--- src/rtl/lsu_pkg.sv ---
// Shared encodings for the load/store unit: FSM states, RV32I funct3 codes,
// access-size codes and small decode helpers.
package lsu_pkg;

  localparam logic [1:0] IDLE = 2'd0;
  localparam logic [1:0] ACC0 = 2'd1;
  localparam logic [1:0] ACC1 = 2'd2;
  localparam logic [1:0] RESP = 2'd3;

  localparam logic [2:0] F3_B  = 3'b000;
  localparam logic [2:0] F3_H  = 3'b001;
  localparam logic [2:0] F3_W  = 3'b010;
  localparam logic [2:0] F3_BU = 3'b100;
  localparam logic [2:0] F3_HU = 3'b101;

  localparam logic [1:0] SIZE_B = 2'b00;
  localparam logic [1:0] SIZE_H = 2'b01;
  localparam logic [1:0] SIZE_W = 2'b10;

  // Stores have no unsigned variants, so BU/HU are load-only.
  function automatic logic funct3_legal(input logic we, input logic [2:0] f3);
    logic ok;
    case (f3)
      F3_B, F3_H, F3_W: ok = 1'b1;
      F3_BU, F3_HU:     ok = !we;
      default:          ok = 1'b0;
    endcase
    return ok;
  endfunction

  function automatic logic [3:0] base_enable(input logic [1:0] size);
    logic [3:0] be;
    case (size)
      SIZE_B:  be = 4'b0001;
      SIZE_H:  be = 4'b0011;
      default: be = 4'b1111;
    endcase
    return be;
  endfunction

endpackage

--- src/rtl/lsu_align.sv ---
// Combinational lane logic: byte-enable generation, store-data lane shift,
// and load-data extraction with sign/zero extension.
module lsu_align
  import lsu_pkg::*;
(
  input  logic [1:0]  off_i,
  input  logic [2:0]  funct3_i,
  input  logic [31:0] wdata_i,
  input  logic [31:0] lo_i,
  input  logic [31:0] hi_i,
  output logic [7:0]  enable_o,
  output logic [63:0] wdata_o,
  output logic [31:0] rdata_o
);

  logic [4:0]  shamt;
  logic [31:0] shifted;

  assign shamt    = {off_i, 3'b000};
  assign enable_o = {4'b0000, base_enable(funct3_i[1:0])} << off_i;
  assign wdata_o  = {32'h0000_0000, wdata_i} << shamt;
  assign shifted  = 32'({hi_i, lo_i} >> shamt);

  always_comb begin
    rdata_o = shifted;
    case (funct3_i)
      F3_B:    rdata_o = {{24{shifted[7]}}, shifted[7:0]};
      F3_H:    rdata_o = {{16{shifted[15]}}, shifted[15:0]};
      F3_BU:   rdata_o = {24'h000000, shifted[7:0]};
      F3_HU:   rdata_o = {16'h0000, shifted[15:0]};
      default: rdata_o = shifted;
    endcase
  end

endmodule

--- src/rtl/load_store_unit.sv ---
// RV32I load/store unit: one request at a time, split into up to two word
// accesses when the byte lanes cross a word boundary.
module load_store_unit
  import lsu_pkg::*;
#(
  parameter int AddressWidth = 10
) (
  input  logic                    clk_i,
  input  logic                    rst_i,
  input  logic                    req_valid_i,
  output logic                    req_ready_o,
  input  logic                    req_we_i,
  input  logic [31:0]             req_addr_i,
  input  logic [31:0]             req_wdata_i,
  input  logic [2:0]              req_funct3_i,
  output logic                    rsp_valid_o,
  output logic [31:0]             rsp_rdata_o,
  output logic                    rsp_err_o,
  output logic                    mem_en_o,
  output logic                    mem_we_o,
  output logic [AddressWidth-1:0] mem_addr_o,
  output logic [3:0]              mem_be_o,
  output logic [31:0]             mem_wdata_o,
  input  logic [31:0]             mem_rdata_i
);

  logic [1:0]              state_q, state_d;
  logic [AddressWidth+1:0] addr_q;
  logic                    we_q;
  logic [31:0]             wdata_q;
  logic [2:0]              funct3_q;
  logic                    err_q;
  logic [31:0]             lo_q;

  logic                    accept;
  logic                    crossing;
  logic [1:0]              off;
  logic [AddressWidth-1:0] word;
  logic [AddressWidth-1:0] word_next;
  logic [7:0]              enable;
  logic [63:0]             wdata64;
  logic [31:0]             lo_sel;
  logic [31:0]             load_result;
  logic                    unused_addr_bits;

  assign unused_addr_bits = ^req_addr_i[31:AddressWidth+2];

  assign accept    = req_valid_i && req_ready_o;
  assign off       = addr_q[1:0];
  assign word      = addr_q[AddressWidth+1:2];
  assign word_next = word + {{(AddressWidth-1){1'b0}}, 1'b1};
  assign crossing  = |enable[7:4];
  // An aligned load's only word arrives in RESP; a crossing load's low word was latched in ACC1.
  assign lo_sel    = crossing ? lo_q : mem_rdata_i;

  lsu_align u_align (
    .off_i    (off),
    .funct3_i (funct3_q),
    .wdata_i  (wdata_q),
    .lo_i     (lo_sel),
    .hi_i     (mem_rdata_i),
    .enable_o (enable),
    .wdata_o  (wdata64),
    .rdata_o  (load_result)
  );

  always_comb begin
    state_d = state_q;
    case (state_q)
      IDLE:    if (accept) state_d = funct3_legal(req_we_i, req_funct3_i) ? ACC0 : RESP;
      ACC0:    state_d = crossing ? ACC1 : RESP;
      ACC1:    state_d = RESP;
      default: state_d = IDLE;
    endcase
  end

  always_ff @(posedge clk_i or posedge rst_i) begin
    if (rst_i) begin
      state_q  <= IDLE;
      addr_q   <= '0;
      we_q     <= 1'b0;
      wdata_q  <= '0;
      funct3_q <= '0;
      err_q    <= 1'b0;
      lo_q     <= '0;
    end else begin
      state_q <= state_d;
      if (accept) begin
        addr_q   <= req_addr_i[AddressWidth+1:0];
        we_q     <= req_we_i;
        wdata_q  <= req_wdata_i;
        funct3_q <= req_funct3_i;
        err_q    <= !funct3_legal(req_we_i, req_funct3_i);
      end
      if (state_q == ACC1) lo_q <= mem_rdata_i;
    end
  end

  assign req_ready_o = (state_q == IDLE);
  assign rsp_valid_o = (state_q == RESP);
  assign rsp_err_o   = (state_q == RESP) && err_q;
  assign rsp_rdata_o = ((state_q == RESP) && !we_q && !err_q) ? load_result : 32'h0000_0000;

  // Loads always read the full word; lane selection happens in lsu_align.
  always_comb begin
    mem_en_o    = 1'b0;
    mem_we_o    = 1'b0;
    mem_addr_o  = '0;
    mem_be_o    = 4'b0000;
    mem_wdata_o = 32'h0000_0000;
    case (state_q)
      ACC0: begin
        mem_en_o    = 1'b1;
        mem_we_o    = we_q;
        mem_addr_o  = word;
        mem_be_o    = we_q ? enable[3:0] : 4'b1111;
        mem_wdata_o = we_q ? wdata64[31:0] : 32'h0000_0000;
      end
      ACC1: begin
        mem_en_o    = 1'b1;
        mem_we_o    = we_q;
        mem_addr_o  = word_next;
        mem_be_o    = we_q ? enable[7:4] : 4'b1111;
        mem_wdata_o = we_q ? wdata64[63:32] : 32'h0000_0000;
      end
      default: ;
    endcase
  end

endmodule

--- config.mk ---
export PLATFORM = sky130hd
export DESIGN_NAME = load_store_unit
export DESIGN_NICKNAME = d
export VERILOG_FILES = /design/src/rtl/lsu_pkg.sv /design/src/rtl/lsu_align.sv /design/src/rtl/load_store_unit.sv
export SDC_FILE = /design/constraint.sdc
export NUM_CORES = 1
export LEC_CHECK = 0
export ABC_AREA = 1
export CELL_PAD_IN_SITES_DETAIL_PLACEMENT = 0
export CELL_PAD_IN_SITES_GLOBAL_PLACEMENT = 1
export CORE_MARGIN = 2
export CORE_UTILIZATION = 34
export CTS_CLUSTER_DIAMETER = 100
export DETAILED_ROUTE_END_ITERATION = 12
export GPL_ROUTABILITY_DRIVEN = 0
export PLACE_DENSITY_LB_ADDON = 0.1
export RECOVER_POWER = 100
export SLEW_MARGIN = 20
export SYNTH_ARGS = -nofsm -noshare
export SYNTH_HDL_FRONTEND = slang
export SYNTH_HIERARCHICAL = 1
export SYNTH_SLANG_ARGS = --single-unit
--- constraint.sdc ---
create_clock -name clk_i -period 3.1 [get_ports clk_i]
set_input_delay 0.465 -clock clk_i [delete_from_list [all_inputs] [get_ports clk_i]]
set_output_delay 0.465 -clock clk_i [all_outputs]
set_load 0.1 [all_outputs]
After elaboration in Yosys (flattened, before gate mapping)
Index checks and enable logic that the tools add are counted.
{"block": "totals", "regBits": 83, "in_bits": 103}
{"block": "op_classes", "n_addsub": 1, "n_eq_ne": 12, "shifts": 3, "n_mux": 20, "n_reduce_logical": 16}
{"operator": "32-bit two-way mux", "count": 4}
{"operator": "32-bit case mux with 4 select lines", "count": 1}
{"operator": "32-bit case mux with 2 select lines", "count": 1}
{"operator": "32-bit by 5-bit << shifter with 64-bit output", "count": 1}
{"operator": "64-bit by 5-bit >> shifter with 32-bit output", "count": 1}
{"operator": "10-bit case mux with 2 select lines", "count": 1}
{"operator": "4-bit case mux with 2 select lines", "count": 2}
{"operator": "3-bit == test (second input constant)", "count": 4}
{"operator": "10-bit by 1-bit adder with 10-bit output (second input constant)", "count": 1}
{"operator": "4-bit two-way mux", "count": 2}
{"operator": "4-bit by 2-bit << shifter with 8-bit output", "count": 1}
{"operator": "3-bit by 1-bit == test with 1-bit output (second input constant)", "count": 2}
{"operator": "3-bit logical NOT", "count": 2}
{"operator": "2-bit case mux with 3 select lines", "count": 1}
{"operator": "1-bit two-way mux", "count": 5}
{"operator": "2-bit by 1-bit == test with 1-bit output (second input constant)", "count": 2}
{"operator": "2-bit == test (second input constant)", "count": 2}
{"operator": "1-bit logical AND", "count": 4}
{"operator": "1-bit logical NOT", "count": 4}
{"operator": "2-bit logical NOT", "count": 2}
{"operator": "2-bit two-way mux", "count": 2}
{"operator": "2-bit OR reduction", "count": 2}
{"operator": "4-bit OR reduction", "count": 1}
{"operator": "3-bit by 2-bit == test with 1-bit output (second input constant)", "count": 1}
{"operator": "3 further kinds", "count": 3}

Depth between registers and ports, before layout
{"block": "logic_depth", "word_depth": 8, "ltp_mapped": 19}

By module
Netlist, hierarchy kept.
{"mod": "load_store_unit", "instances": 1, "cells_per_inst": 610, "area_per_inst_um2": 4642.0, "seq_area_each_um2": 2077.0}
{"mod": "lsu_align", "instances": 1, "cells_per_inst": 478, "area_per_inst_um2": 2118.3, "seq_area_each_um2": 0.0}

Worst setup path before layout
Ideal clock, no wire load.
{"block": "synth_path", "path_type": "register -> output", "startpoint": "register state_q[0]", "endpoint": "output port mem_addr_o[3]", "arrival_ns": 4.062, "path_slack_ns": -1.427, "stages_incl_launch_ff": 6, "path_buffers": 1, "cell_sequence": "dfrtp_1 > inv_1 > ha_1 > inv_1 > clkbuf_1 > a311oi_1"}
{"block": "synth_between", "elab_chain_len": 2}
{"element": "start, declared", "line": "load_store_unit.sv:27", "rtl": "logic [1:0] state_q, state_d;"}
{"element": "start signal, assigned", "line": "load_store_unit.sv:87", "rtl": "state_q <= state_d;"}
{"element": "2-bit == test or 2-bit by 1-bit == test with 1-bit output (tied branches)", "line": "load_store_unit.sv:111", "rtl": "case (state_q)"}
{"element": "10-bit case mux with 2 select lines (*)", "line": "load_store_unit.sv:111"}
{"element": "end, declared", "line": "load_store_unit.sv:21", "rtl": "output logic [AddressWidth-1:0] mem_addr_o,"}
Mark *: on every way between the ends. The rest lies on a longest branch, timed or not.

Worst setup path in the final report
{"block": "layout_path", "startpoint": "register funct3_q[1]", "endpoint": "output port rsp_rdata_o[14]"}
{"block": "layout_between", "elab_chain_len": 8}
{"element": "start, declared", "line": "load_store_unit.sv:31", "rtl": "logic [2:0] funct3_q;"}
{"element": "start signal, assigned", "line": "load_store_unit.sv:92", "rtl": "funct3_q <= req_funct3_i;"}
{"element": "2-bit by 1-bit == test with 1-bit output or 2-bit logical NOT (tied branches)", "line": "lsu_pkg.sv:33", "rtl": "case (size)"}
{"element": "4-bit case mux with 2 select lines (*)", "line": "lsu_pkg.sv:33"}
{"element": "4-bit by 2-bit << shifter with 8-bit output (*)", "line": "lsu_align.sv:20", "rtl": "assign enable_o = {4'b0000, base_enable(funct3_i[1:0])} << off_i;"}
{"element": "named net enable[4]", "line": "load_store_unit.sv:40", "rtl": "logic [7:0] enable;"}
{"element": "4-bit OR reduction (*)", "line": "load_store_unit.sv:52", "rtl": "assign crossing = |enable[7:4];"}
{"element": "32-bit two-way mux (*)", "line": "load_store_unit.sv:54", "rtl": "assign lo_sel = crossing ? lo_q : mem_rdata_i;"}
{"element": "named net lo_sel[15]", "line": "load_store_unit.sv:42", "rtl": "logic [31:0] lo_sel;"}
{"element": "64-bit by 5-bit >> shifter with 32-bit output (*)", "line": "lsu_align.sv:22", "rtl": "assign shifted = 32'({hi_i, lo_i} >> shamt);"}
{"element": "32-bit case mux with 4 select lines (*)", "line": "lsu_align.sv:26", "rtl": "case (funct3_i)"}
{"element": "named net load_result[14]", "line": "load_store_unit.sv:43", "rtl": "logic [31:0] load_result;"}
{"element": "32-bit two-way mux (*)", "line": "load_store_unit.sv:102", "rtl": "assign rsp_rdata_o = ((state_q == RESP) && !we_q && !err_q) ? load_result : 32'h0000_0000;"}
{"element": "end, declared", "line": "load_store_unit.sv:17", "rtl": "output logic [31:0] rsp_rdata_o,"}
The timed path passes the listed nets; every way through them passes the cells marked *.

==> results.json <==
{
  "detail-route-antenna-nets": 0,
  "htreeDepth": 3,
  "core_mm2": 0.0195,
  "slew_violations": 84,
  "synth_ff_type": "dfrtp_1",
  "io-pin-count": 186,
  "clock_path_buffers": 2,
  "rsz0062_at_grt": "true",
  "slowest_delay_ns": 0.42,
  "worst_pin_slew_ns": 2.04,
  "path_clk_slew_ns": 0.07,
  "grt_max_degree": 84,
  "grt_pass1_wl_um": 37200,
  "cts_buffers": 9,
  "max_slew_margin_pct": -36.3,
  "dr.pass1.iters": 5,
  "crit_type": "register to output port",
  "drt_iter0_drc": 536,
  "min_path_type": "register to register",
  "die_h_um": 145,
  "startpoint_type": "register",
  "vias": 7270,
  "crit_family": "simple AND/OR/NAND/NOR gates",
  "cp_num_buf_inv": 5,
  "tritoncts": "yes",
  "yosysWarningCount": 6,
  "grt_overflow_total": 0,
  "worst_slack_ns": -0.0805,
  "cp_slowest_cell": "dfrtp_1",
  "critPathCaptureType": "output port",
  "fmax_mhz": 314,
  "insertion_delay_ns": 0.35,
  "fin_util_pct": 53.2,
  "start_util_pct": 34.7,
  "cts_root_buffer": "clkbuf_16",
  "grt_usage_pct": 22.0,
  "wl_per_cell_um": 15.3,
  "hold_viol": 0,
  "cp.arrival_ns": 2.72,
  "drt-total-wl_um": 23100,
  "violations": "max-capacitance violations, max-slew violations, negative setup slack",
  "clock_sinks": 83,
  "final-setup-viol-count": 26,
  "areaGrowthSynthToFinish_pct": 53.2,
  "synth_edf_count": 0,
  "maxCapViolCount": 1,
  "yosysSeqAreaShare_pct": 30.7,
  "avgSynthCellArea_um2": 6.21,
  "die_w_um": 145,
  "viasPerCell": 4.83,
  "grt_pass1_vias": 6724,
  "rows": 51,
  "die-area_mm2": 0.0210,
  "dp.cells": 1479,
  "final_nets": 1343,
  "fin_crit_ns": 3.18,
  "netlist_instances": 1088,
  "syn_area_mm2": 0.00676,
  "finalClockSkew_ns": 0.00954,
  "cp_data_required_time_ns": 2.63,
  "io_buffers": 165,
  "ys_async_sr_fraction_pct": 100,
  "drive_above_1_share_pct": 24.9,
  "antenna_found_initial": 1,
  "dp_hpwl_um": 15900,
  "period_share_pct": 103,
  "final_cells": 1506,
  "worstPathCellList": "a21oi_1, or2_4, inv_2, nor2_4, nand2_4, buf_6, nand2_1, o21ai_2, nand2_1, nand3_2, nand3_4, buf_16, o21ai_0, inv_1, nor2_4, buf_12",
  "status": "complete, but fails checks",
  "critical_path_peak_fanout": 8,
  "route.detailed.drc": 0,
  "ys_ff_latch": 83,
  "ys_types": 34
}
sequential cells by signal, summed over array words and instances (netlist names):
signal,count
lo_q,32
err_q,1
state_q,2
funct3_q,3
addr_q,12
we_q,1
wdata_q,32
synthesized netlist by cell type (2+ instances only):
library cell | number | area, µm²
a21oi_1 | 66 | 330
a21oi_2 | 2 | 17.5
a22oi_1 | 2 | 15.0
and2_1 | 9 | 56.3
buf_1 | 3 | 11.3
buf_2 | 45 | 225
buf_4 | 16 | 120
clkbuf_1 | 14 | 52.6
dfrtp_1 | 83 | 2080
ha_1 | 5 | 62.6
inv_1 | 145 | 544
inv_2 | 2 | 7.51
mux2_2 | 38 | 428
nand2_1 | 348 | 1310
nand2_2 | 2 | 12.5
nand3_1 | 54 | 270
nand3_2 | 4 | 40.0
nor2_1 | 94 | 353
nor2_2 | 2 | 12.5
nor3_1 | 2 | 10.0
o21ai_0 | 131 | 656
o21ai_1 | 2 | 10.0
o22ai_1 | 8 | 50.1
cell type report:
class                      count  area [µm²]
antenna                        1        2.50
clock buffer                  10         239
clock inverter                 6        88.8
fill                        1921        9100
inverter                     148         557
multi-input combinational    788        4350
sequential                    83        2080
tap                          265         332
timing repair buffer         205        2710
cell usage in the layout (no fill, tap or decap), types with 2 or more instances in the layout:
cell and instances:
a21oi_1 38, a21oi_2 22, a21oi_4 8, a22oi_1 2, and2_1 9, buf_12 71
buf_4 24, buf_6 14, bufinv_16 2, clkbuf_1 4, clkbuf_16 11, clkbuf_2 4
clkbuf_4 2, clkdlybuf4s50_1 81, clkinvlp_4 2, conb_1 9, dfrtp_1 82, ha_1 5
inv_1 125, inv_2 21, mux2_2 38, nand2_1 343, nand2_2 6, nand2_4 2
nand3_1 41, nand3_2 15, nand3_4 4, nor2_1 59, nor2_2 4, nor2_4 34
o21ai_0 110, o21ai_1 7, o21ai_2 16, o22ai_1 8
cell families (layout without fill, tap and decap cells):
| family | count (synthesis) | in the layout | share of synthesized area [%] |
|---|---|---|---|
| compound gates | 213 | 213 | 16.2 |
| fa+ha+maj | 5 | 5 | 0.925 |
| mux | 38 | 38 | 6.33 |
| buf+inv | 227 | 369 | 14.4 |
| xor+xnor | 1 | 1 | 0.130 |
| flops | 83 | 83 | 30.7 |
| simple gates | 520 | 522 | 31.2 |
| other cells | 1 | 10 | 0.0555 |
stage by stage:
step	cell area (µm²)	setup WS, ns	hold WS (ns)	TNS [ns]
finish	10400	-0.0805	0.482	-0.859
global route	10400	-0.175	0.510	-4.10
CTS	10400	-0.0428	0.490	-0.199
detailed placement	9960	0.133	0.474	0
global placement	9960	0.156	0.467	0
floorplan	7270	-0.293	0.453	-0.462
per-layer routing:
metal	share of wire [%]	vias to the layer above	GRT usage, %
met1	50	3329	33.9
met2	43	227	31.5
li1	-	3695	-
met3	6.2	19	3.84
met4	1.2	0	5.54
met5	0	-	0
worst paths after layout:
check / start / to / slack (ns) / cells past startpoint
worst min-delay path: lo_q[17] / lo_q[17] / 0.48 / 2
worst max-delay path: funct3_q[1] / rsp_rdata_o[14] / -0.08 / 16
max in group asynchronous: rst_i / addr_q[0] / 0.43 / 3
worst max register to register: state_q[0] / wdata_q[0] / 0.45 / 5
worst min register to register: lo_q[17] / lo_q[17] / 0.48 / 2
min in group asynchronous: rst_i / lo_q[10] / 1.30 / 3
worst min-delay path, delay by kind of cell, from the launching register on:
kind	cells	cell delay, ns
and+or+nand+nor	1	0.05
AOI/OAI and AO/OA	1	0.06
DFF	1	0.34
repair_timing:
item | 4_1_cts | 5_1_grt
gates resized for setup | 36 | 57
hold endpoints to repair | 0 | 0
buffers inserted | 2 | 3
hold buffers | 0 | 0
pin swaps | 5 | 18
gates cloned | 3 | 2
setup endpoints to repair | 31 | 30
Power is not shown: default switching activity piles up to over one toggle a cycle in this logic, so the estimate is an artifact.
==> RTL change 1: new RTL, same settings <==
Reset style: synchronous (`rst_i`), changed in one clocked block.
--- a/src/rtl/load_store_unit.sv
+++ b/src/rtl/load_store_unit.sv
@@ -75,5 +75,5 @@
   end
 
-  always_ff @(posedge clk_i or posedge rst_i) begin
+  always_ff @(posedge clk_i) begin
     if (rst_i) begin
       state_q  <= IDLE;
Check against the original RTL: differs if rst_i is asserted again (counterexample within 4 cycles, from zero or initial values and one cycle with rst_i high); with rst_i held inactive, the same outputs for 10 cycles.
==> RTL change 1 against the original RTL <==
The run ends with negative setup slack left. Highest routed layer unchanged. Critical path type unchanged. Synthesized cell count rose by 5.8%. Area after synthesis fell by 1.2%. Final area rose by 2.0%. Worst hold slack barely moved. Critical endpoint unchanged. Sequential cell count did not move. Setup slack improved by 62 ps. Clock skew fell by 4.2 ps. Largest cell class unchanged. Wire length rose by 5.4%.
==> RTL change 1: results (changes against the original RTL) <==
[metrics] initial drt markers: 527 (-1.7%)
[metrics] Hold Path Origin: wdata_q[5]$_SDFFE_PP0P_
[metrics] crit path max fanout: 6 (-2)
[metrics] Crit. Startpoint: addr_q[0]$_SDFFE_PP0P_
[metrics] initial antenna violation count: 0 (-1)
[metrics] largest clock skew in the final design: 5.35 ps (-4.19 ps)
[metrics] drt total wl: 24400 um (+5.4%)
[metrics] smallest hold slack: 482 ps (-0.0140 ps)
[metrics] antenna diode count: 0 (-1)
[metrics] routing usage on met1: 35.4% (+1.5 points)
[metrics] post-placement cell count: 1536 (+3.9%)
[metrics] FF-to-FF path depth: 6 (+1)
[metrics] arrival time reported for the critical path endpoint: 2650 ps (-70 ps)
[metrics] buffers inserted by post-CTS timing repair: 16 (+14)
[metrics] proportion of layout cells with a drive suffix above 1: 27.5% (+2.6 points)
[metrics] Netlist cell types: 35 (+2.9%)
[metrics] Global Route met3 Usage: 3.68% (-0.16 points)
[metrics] RR Startpoint: state_q[0]$_SDFFE_PP0P_
[metrics] worst setup margin: -18.2 ps (+62.3 ps)
[metrics] aggregate negative setup slack: -65.5 ps (+793 ps)
[metrics] wire length on met1: 12400 um (+7.4%)
[metrics] met2 track demand over resource in global routing: 33.8% (+2.2 points)
[metrics] final setup violating endpoints: 7 (-73%)
[metrics] cell types with the highest counts after synthesis: sky130_fd_sc_hd__nand2_1, sky130_fd_sc_hd__nor2_1, sky130_fd_sc_hd__o21ai_0
[metrics] GRT Overall Usage: 23.1% (+1.1 points)
[metrics] violated checks: negative setup slack
[metrics] synthesized area divided by synthesized cell count: 5.80 um^2 (-6.6%)
[metrics] Crit Reg-Reg Endpoint: lo_q[21]$_SDFFE_PP0P_
[metrics] Via-to-Cell Ratio: 4.83 (+0.10%)
[metrics] cell types occupying the most area after synthesis: sky130_fd_sc_hd__dfxtp_1, sky130_fd_sc_hd__nand2_1, sky130_fd_sc_hd__nor2_1, sky130_fd_sc_hd__o21ai_0, sky130_fd_sc_hd__inv_1
[metrics] Tightest Pin Transition: 1160 ps (-882 ps)
[metrics] biggest cell delay along the critical path: 360 ps (-60 ps)
[metrics] met2 wire length: 10300 um (+4.6%)
[metrics] crit path max-delay cell type: sky130_fd_sc_hd__dfxtp_4
[metrics] post-detailed-placement half-perimeter wirelength: 17000 um (+6.8%)
[metrics] Worst R2R Setup Slack: 940 ps (+490 ps)
[metrics] outcome: finished, violations left
[metrics] sequential area share after synthesis: 24.9% (-5.8 points)
[metrics] post-CTS resize count: 46 (+28%)
[metrics] adder and majority gate portion of the synthesized area: 0.937% (+0.011 points)
-- RTL change 1: changes by cell type in the layout (fill, tap and decap cells not counted), moves of 25 or more --
cell,unedited run,this run
sky130_fd_sc_hd__nor2_1,59,201
sky130_fd_sc_hd__nand2_1,343,253
sky130_fd_sc_hd__dfrtp_1,82,0
sky130_fd_sc_hd__dfxtp_1,0,79
sky130_fd_sc_hd__inv_1,125,83
sky130_fd_sc_hd__mux2_2,38,2
sky130_fd_sc_hd__mux2_4,0,30
sky130_fd_sc_hd__o21ai_0,110,136
sky130_fd_sc_hd__nand2_2,6,31
-- RTL change 1: final cells by class --
| cell class | count | area [um^2] | share of cell area (%) |
|---|---|---|---|
| well taps | 265 | 332 | 3.14 |
| flip-flops and latches | 83 | 1670 | 15.8 |
| repair buffers | 220 | 2810 | 26.5 |
| clock buffers | 11 | 243 | 2.30 |
| multi-input cells | 872 | 5020 | 47.5 |
| clock inverters | 3 | 40.0 | 0.379 |
| inverters | 120 | 455 | 4.31 |
==> RTL change 2: new RTL, same settings <==
Made on the original files. The parameter `AddressWidth` goes from 10 to 11.
--- a/src/rtl/load_store_unit.sv
+++ b/src/rtl/load_store_unit.sv
@@ -4,5 +4,5 @@
   import lsu_pkg::*;
 #(
-  parameter int AddressWidth = 10
+  parameter int AddressWidth = 11
 ) (
   input  logic                    clk_i,
Interface: changed (resized mem_addr_o); port bits go from 186 to 187. The function was not compared with the original's and may differ.
==> RTL change 2 against the original RTL <==
The flow still finishes with violations (max-capacitance violations, max-slew violations, negative setup slack). Sequential cell count increased by 1. Area after synthesis grew 3.6%. Setup slack got worse by 30 ps. Critical path depth decreased by 1. Wire length increased by 6.6%. Final area rose by 11%. Synthesized cell count up 1.3%. Die area rose by 3.5%.
Power is not shown: default switching activity piles up to over one toggle a cycle in this logic, so the estimate is an artifact.
==> RTL change 2: results (changes against the original RTL) <==
[metrics] FF-to-FF path depth: 6 (+1)
[metrics] crit path max-delay cell type: sky130_fd_sc_hd__dfrtp_2
[metrics] GRT Overall Usage: 22.3% (+0.25 points)
[metrics] cell types occupying the most area after synthesis: sky130_fd_sc_hd__dfrtp_1, sky130_fd_sc_hd__nand2_1, sky130_fd_sc_hd__o21ai_0, sky130_fd_sc_hd__mux2_4, sky130_fd_sc_hd__inv_1
[metrics] final setup violating endpoints: 25 (-3.8%)
[metrics] Via-to-Cell Ratio: 4.82 (about the same)
[metrics] cell types with the highest counts after synthesis: sky130_fd_sc_hd__nand2_1, sky130_fd_sc_hd__inv_1, sky130_fd_sc_hd__o21ai_0
[metrics] number of nets at the end of the flow: 1380 (+2.8%)
[metrics] post-detailed-placement half-perimeter wirelength: 16400 um (+3.0%)
[metrics] outcome: finished, violations left
[metrics] count of synthesis-stage warnings from yosys: 6 (unchanged)
[metrics] biggest cell delay along the critical path: 440 ps (+20 ps)
[metrics] arrival time reported for the critical path endpoint: 2750 ps (+30 ps)
[metrics] synthesized area divided by synthesized cell count: 6.36 um^2 (+2.3%)
[metrics] via count: 7469 (+2.7%)
[metrics] number of cells on the worst hold path: 2 (unchanged)
[metrics] aggregate negative setup slack: -1770 ps (-909 ps)
[metrics] violated checks: max-capacitance violations, max-slew violations, negative setup slack
[metrics] crit path max fanout: 6 (-2)
[metrics] proportion of layout cells with a drive suffix above 1: 29.8% (+4.8 points)
[metrics] max_cap viols: 1 (unchanged)
[metrics] Netlist cell types: 34 (unchanged)
[metrics] Filler Cells Inserted: 1904 (-0.88%)
[metrics] global-route wire length before repair: 38500 um (+3.7%)
[metrics] number of global-route vias before repair: 6876 (+2.3%)
[metrics] worst setup margin: -111 ps (-30.1 ps)
[metrics] largest net degree at the start of global routing: 78 (-7.1%)
[metrics] sequential area share after synthesis: 30.0% (-0.72 points)
[metrics] Port Buffer Count: 167 (+1.2%)
[metrics] wire per inst: 15.9 um (+3.7%)
[metrics] initial drt markers: 528 (-1.5%)
[metrics] largest clock skew in the final design: 5.86 ps (-3.68 ps)
[metrics] Max Transition Viols Final: 52 (-38%)
[metrics] Rel. slew slack: -7.80% (+29 points)
[metrics] largest registers ranked by flip-flop count: lo_q (32), wdata_q (32), addr_q (13)
-- RTL change 2: stage by stage --
stage | instance area (um^2) | util (%) | setup WS [ps] | hold WS, ps
after global routing | 11500 | 56.8 | -237 | 511
after floorplan | 7660 | - | -563 | 453
after CTS | 11000 | 54.6 | -30.1 | 479
after global placement | 10400 | 51.2 | 76.8 | 466
after detailed placement | 10400 | 51.2 | 35.8 | 474
final | 11500 | 56.8 | -111 | 486
-- RTL change 2: routing by layer --
metal  share of wire (%)  up-vias  track usage, %
li1                    -     3778               -
met3                 6.4       13            4.14
met1                  49     3472            34.1
met2                  44      206            32.4
met4                0.83        0            4.62
met5                   0        -               0
-- RTL change 2: path summary, 6_finish.rpt --
path / from / slack, ps / to
worst max-delay path: funct3_q[1]$_DFFE_PP0P_ / -110 / rsp_rdata_o[8]
max in group asynchronous: rst_i / 590 / addr_q[1]$_DFFE_PP0P_
min in group asynchronous: rst_i / 850 / lo_q[16]$_DFFE_PP0P_
worst min register to register: lo_q[30]$_DFFE_PP0P_ / 490 / lo_q[30]$_DFFE_PP0P_
worst max register to register: state_q[0]$_DFFE_PP0P_ / 580 / addr_q[11]$_DFFE_PP0P_
worst min-delay path: lo_q[30]$_DFFE_PP0P_ / 490 / lo_q[30]$_DFFE_PP0P_
-- RTL change 2: cell families (layout without fill, tap and decap cells) --
| kind of cell | Yosys count | count (layout) | share of synthesized area, % |
|---|---|---|---|
| AO/OA/AOI/OAI | 213 | 213 | 15.5 |
| multiplexers | 39 | 39 | 8.30 |
| adder cells (fa/ha/maj) | 5 | 5 | 0.893 |
| XOR/XNOR | 1 | 1 | 0.125 |
| AND/OR/NAND/NOR | 529 | 531 | 30.7 |
| other | 1 | 10 | 0.0535 |
| flip-flops | 84 | 84 | 30.0 |
| buffers and inverters | 230 | 395 | 14.5 |
-- RTL change 2: cell type report --
cell class / instances / area (um^2) / area share (%)
Multi-Input combinational cell: 798 / 4960 / 43.2
Timing Repair Buffer: 228 / 3220 / 28.0
Sequential cell: 84 / 2110 / 18.3
Inverter: 151 / 582 / 5.06
Tap cell: 270 / 338 / 2.94
Clock buffer: 10 / 239 / 2.08
Clock inverter: 6 / 46.3 / 0.403
Antenna cell: 1 / 2.50 / 0.0218
-- RTL change 2: what timing repair did --
item,in CTS,in global routing
endpoints found under the setup margin,62,51
resized for setup,87,87
endpoints found under the hold margin,0,0
pin swaps,14,32
buffers inserted,12,5
cloned,3,5
